File: src/rtl/pico_s2p_decoder.sv
// Serial-to-parallel register decoder: receives {rw, addr[6:0]} (+ data byte on writes) MSB first
// on pico while csb is low, updates the register bank or readback mux address, and pulses status.
module pico_s2p_decoder #(
  parameter int NUM_REGS = 56
) (
  input  logic                  sclk,
  input  logic                  rst,
  input  logic                  csb,
  input  logic                  pico,
  output logic [7:0]            mux_control_signal,
  output logic                  load,
  output logic [NUM_REGS*8-1:0] reg_data,
  output logic                  wr_strobe,
  output logic                  addr_err
);

  localparam logic [7:0] LP_MAX_ADDR = 8'(NUM_REGS);

  typedef enum logic [1:0] {S_IDLE, S_ADDR, S_DATA, S_HOLD} state_t;

  state_t      r_state;
  state_t      w_state_nxt;
  logic [2:0]  r_cnt;
  logic [7:0]  r_shift;
  logic [6:0]  r_addr;
  logic        r_csb_q;
  logic [7:0]  w_byte;
  logic        w_last;
  logic        w_addr_ok;
  logic        w_start;
  logic        w_sample;
  logic        w_do_load;
  logic        w_do_err;
  logic        w_do_write;

  assign w_byte    = {r_shift[6:0], pico};
  assign w_last    = (r_cnt == 3'd7);
  assign w_addr_ok = (w_byte[6:0] != 7'd0) && ({1'b0, w_byte[6:0]} <= LP_MAX_ADDR);

  // Frames start only on a csb falling edge, so a reset with csb held low never resumes a frame.
  always_comb begin
    w_state_nxt = r_state;
    w_start     = 1'b0;
    w_sample    = 1'b0;
    w_do_load   = 1'b0;
    w_do_err    = 1'b0;
    w_do_write  = 1'b0;
    case (r_state)
      S_IDLE: begin
        if (!csb && r_csb_q) begin
          w_state_nxt = S_ADDR;
          w_start     = 1'b1;
        end else begin
          w_state_nxt = S_IDLE;
        end
      end
      S_ADDR: begin
        if (csb) begin
          w_state_nxt = S_IDLE;
        end else begin
          w_sample = 1'b1;
          if (!w_last) begin
            w_state_nxt = S_ADDR;
          end else if (!w_addr_ok) begin
            w_state_nxt = S_HOLD;
            w_do_err    = 1'b1;
          end else if (w_byte[7]) begin
            w_state_nxt = S_DATA;
          end else begin
            w_state_nxt = S_HOLD;
            w_do_load   = 1'b1;
          end
        end
      end
      S_DATA: begin
        if (csb) begin
          w_state_nxt = S_IDLE;
        end else begin
          w_sample = 1'b1;
          if (w_last) begin
            w_state_nxt = S_HOLD;
            w_do_write  = 1'b1;
          end else begin
            w_state_nxt = S_DATA;
          end
        end
      end
      S_HOLD: begin
        if (csb) begin
          w_state_nxt = S_IDLE;
        end else begin
          w_state_nxt = S_HOLD;
        end
      end
      default: w_state_nxt = S_IDLE;
    endcase
  end

  always_ff @(posedge sclk) begin
    if (rst) begin
      r_state <= S_IDLE;
    end else begin
      r_state <= w_state_nxt;
    end
  end

  // The first bit is captured on the IDLE->ADDR edge, hence the counter restarts at 1.
  always_ff @(posedge sclk) begin
    if (rst) begin
      r_cnt              <= 3'd0;
      r_shift            <= 8'd0;
      r_addr             <= 7'd0;
      r_csb_q            <= 1'b0;
      mux_control_signal <= 8'd0;
      load               <= 1'b0;
      wr_strobe          <= 1'b0;
      addr_err           <= 1'b0;
    end else begin
      r_csb_q   <= csb;
      load      <= w_do_load;
      wr_strobe <= w_do_write;
      addr_err  <= w_do_err;
      if (w_start) begin
        r_cnt   <= 3'd1;
        r_shift <= w_byte;
      end else if (w_sample) begin
        r_cnt   <= r_cnt + 3'd1;
        r_shift <= w_byte;
      end else begin
        r_cnt   <= 3'd0;
      end
      if (r_state == S_ADDR && w_sample && w_last) begin
        r_addr <= w_byte[6:0];
      end
      if (w_do_load) begin
        mux_control_signal <= {1'b0, w_byte[6:0]};
      end
    end
  end

  // Register k lives at address k+1.
  always_ff @(posedge sclk) begin
    if (rst) begin
      reg_data <= '0;
    end else if (w_do_write) begin
      for (int k = 0; k < NUM_REGS; k++) begin
        if (r_addr == 7'(k + 1)) begin
          reg_data[8*k +: 8] <= w_byte;
        end
      end
    end
  end

endmodule
File: config.mk
export PLATFORM = sky130hd
export DESIGN_NAME = pico_s2p_decoder
export DESIGN_NICKNAME = d
export VERILOG_FILES = /design/src/rtl/pico_s2p_decoder.sv
export SDC_FILE = /design/constraint.sdc
export NUM_CORES = 1
export LEC_CHECK = 0
export ABC_CLOCK_PERIOD_IN_PS = 2200
export BUFFER_PORTS_ARGS = -buffer_cell sky130_fd_sc_hd__buf_2
export CORE_MARGIN = 2
export CORE_UTILIZATION = 52
export CTS_CLUSTER_DIAMETER = 60
export CTS_CLUSTER_SIZE = 8
export DETAILED_ROUTE_END_ITERATION = 12
export PLACE_DENSITY = 0.89
export SLEW_MARGIN = 20
export SYNTH_ARGS = -nofsm -noshare
export SYNTH_HDL_FRONTEND = slang
export SYNTH_SLANG_ARGS = --single-unit
File: constraint.sdc
create_clock -name sclk -period 2.2 [get_ports sclk]
set_clock_uncertainty 0.1 [all_clocks]
set_input_delay 0.22 -clock sclk [delete_from_list [all_inputs] [get_ports sclk]]
set_output_delay 0.22 -clock sclk [all_outputs]
set_load 0.03 [all_outputs]
==> results.json <==
{
  "pin_count": 463,
  "antenna_cells": 0,
  "synthesis.nets": 1819,
  "final-setup-viol-count": 0,
  "grt_max_degree": 168,
  "htreeDepth": 3,
  "ys_async_sr_fraction": 0,
  "arrival_ns": 2.43,
  "rr_worst_depth": 7,
  "netlist-cell-type-count": 39,
  "cts_tree": "yes",
  "crit_type": "reg -> reg",
  "fp.dieH_um": 187,
  "final_cell_mix": "dfxtp_1, buf_2, nand3b_1",
  "ys_seq_elements": 478,
  "crit_chain": "ha_1 -> ha_2 -> and4b_2 -> buf_12 -> nand3_1 -> nand2_1 -> a21oi_1",
  "fmax_mhz": 475,
  "drive_gt1_frac": 0.299,
  "syn2layout_area_growth_pct": 27.8,
  "grt_overflow": 0,
  "cts_buffers": 71,
  "power.leakage_uw": 0.0101,
  "finalNetCount": 2250,
  "end_kind": "flop",
  "clockBufferDepth": 3,
  "cp-start-kind": "flop",
  "reg2reg_slack_ns": 0.1,
  "critPathSlowestCell": "nand3_1",
  "whs_endpoint": "r_shift[0]$_SDFFE_PP0P_",
  "status": "completed",
  "synth_flop_cell": "dfxtp_1",
  "power.density_nw_per_um2": 836,
  "wirelength_um": 57000,
  "synth_warnings": 0,
  "fp-row-count": 67,
  "hp-class": "in -> reg",
  "wl_per_cell_um": 21.1,
  "numClockSinks": 478,
  "core_area_um2": 33300,
  "viasPerCell": 5.77,
  "portBuffers": 461,
  "worstReg2RegEnd": "reg_data[439]$_SDFFE_PP0P_",
  "slew_headroom": 0.542,
  "final_cell_area_um2": 22300,
  "place_hpwl_um": 35800,
  "worst_ir_drop_vdd_uv": 751,
  "placed_cell_area_um2": 20300,
  "antenna_found_initial": 0,
  "synth_edf_count": 0,
  "synthCells": 1808,
  "syn_area_per_cell_um2": 9.67,
  "min_period_over_period": 0.956,
  "start_util": 0.525,
  "cp_max_fo": 17,
  "ant_nets": 0,
  "total_power_uw": 18700,
  "finalCriticalPeriod_ns": 2.10,
  "slowest_delay_ns": 0.35,
  "synth.cell_area_um2": 17500,
  "tns_ns": 0,
  "die_w_um": 187,
  "cts_root_buf": "clkbuf_16",
  "hold_depth": 4,
  "post-cts-setup-buffers": 0,
  "num_vias": 15500,
  "floorplan.die_area_um2": 35100,
  "final_common_cell": "dfxtp_1",
  "place_congestion": 0.855,
  "slew_violations": 0,
  "fin_ws_ns": 0.0967,
  "yosysSeqAreaShare": 0.547,
  "drv_cap": 0,
  "clock_latency_ns": 0.56,
  "drc": 0,
  "grt_use_total": 0.310,
  "cts.clk_slew.worst_paths_ns": 0.05,
  "initialDrtViolationCount": 1125,
  "hold_viol_final": 0,
  "required_ns": 2.53,
  "first_pass_iters": 6,
  "r2r-start": "r_cnt[0]$_SDFF_PP0_",
  "grt_pass1_wl_um": 86000,
  "hp-start": "pico",
  "worstMarginPinSlew_ns": 0.688,
  "place_ws_ns": 0.0945,
  "grt_pass1_vias": 15100
}
-- cells in the mapped netlist (5+ instances only) --
cell type  count  share of area
clkbuf_1     125          0.027
o21ai_0      274          0.078
dfxtp_1      478           0.55
mux2i_1      114          0.065
nor2_1       115          0.025
and3_1        10         0.0036
a21oi_1       83          0.024
nand3_2       19          0.011
and4bb_2       5         0.0036
nand2b_1      14         0.0050
ha_1           7         0.0050
o21ai_1        9         0.0026
buf_4          8         0.0034
nand2_1      155          0.033
nand3_4        6         0.0060
nand3_1       31         0.0089
nand3b_1     276           0.12
buf_2         44          0.013
-- flip-flops by register name (all words and copies together) (netlist names) --
name	cells
wr_strobe	1
r_csb_q	1
r_cnt	3
r_addr	7
r_state	2
reg_data	448
addr_err	1
mux_control_signal	7
r_shift	7
load	1
-- cell type report --
class                   count  area, um^2
well taps                 448         561
clock buffers              75        1870
multi-input cells        1148        7200
repair buffers            538        3040
flip-flops and latches    478        9570
inverters                   2        7.51
clock inverters             6        81.3
fillers                  2413       10900
-- through the flow --
step / hold slack, ns / util / instances
floorplan: 0.264 / - / 1808
global placement: 0.339 / 0.610 / 2611
detailed placement: 0.343 / 0.610 / 2611
CTS: 0.0254 / 0.669 / 2694
global route: 0.0310 / 0.671 / 2695
finish: 0.0533 / 0.671 / 2695
-- metal layers --
layer,vias to the layer above,track usage,part of all wire
li1,7046,-,-
met1,7463,0.388,0.40
met2,887,0.507,0.47
met3,148,0.0767,0.094
met4,0,0.143,0.036
met5,-,0,0
-- critical path: cells and delay by family (launching register included) --
kind | cells | cell delay (ns)
DFF | 1 | 0.32
adders and majority gates | 2 | 0.36
AOI/OAI and AO/OA | 1 | 0.10
buffers and inverters | 1 | 0.18
and+or+nand+nor | 3 | 0.91
-- cells by family after synthesis --
family / synth area share
and+or+nand+nor: 0.232
DFF: 0.547
AOI/OAI and AO/OA: 0.106
buffers and inverters: 0.0444
muxes: 0.0653
adders and majority gates: 0.00501
other: 0.000215
-- worst max-delay path by stage --
stage	start	to	slack, ns	cells after the start
floorplan	r_cnt[0]$_SDFF_PP0_	reg_data[368]$_SDFFE_PP0P_	0.21	9
global placement	r_cnt[0]$_SDFF_PP0_	reg_data[350]$_SDFFE_PP0P_	0.19	7
detailed placement	r_cnt[0]$_SDFF_PP0_	reg_data[328]$_SDFFE_PP0P_	0.09	7
CTS	r_cnt[0]$_SDFF_PP0_	reg_data[345]$_SDFFE_PP0P_	0.07	7
global route	r_cnt[0]$_SDFF_PP0_	reg_data[227]$_SDFFE_PP0P_	-0.003	7
finish	r_cnt[0]$_SDFF_PP0_	reg_data[439]$_SDFFE_PP0P_	0.1	7
-- power breakdown --
| part | switching (uW) | internal, uW | leakage, uW |
|---|---|---|---|
| Clock | 3640 | 6050 | 0.000957 |
| Sequential | 2.04 | 8680 | 0.00385 |
| Combinational | 180 | 115 | 0.00533 |
| Total | 3820 | 14800 | 0.0101 |
-- repair_timing --
item,in CTS,in global routing
endpoints found under the hold margin,20,0
endpoints found under the setup margin,0,64
hold buffers,2,0
gates resized for setup,0,8
Power figures use the tool's default switching activity.
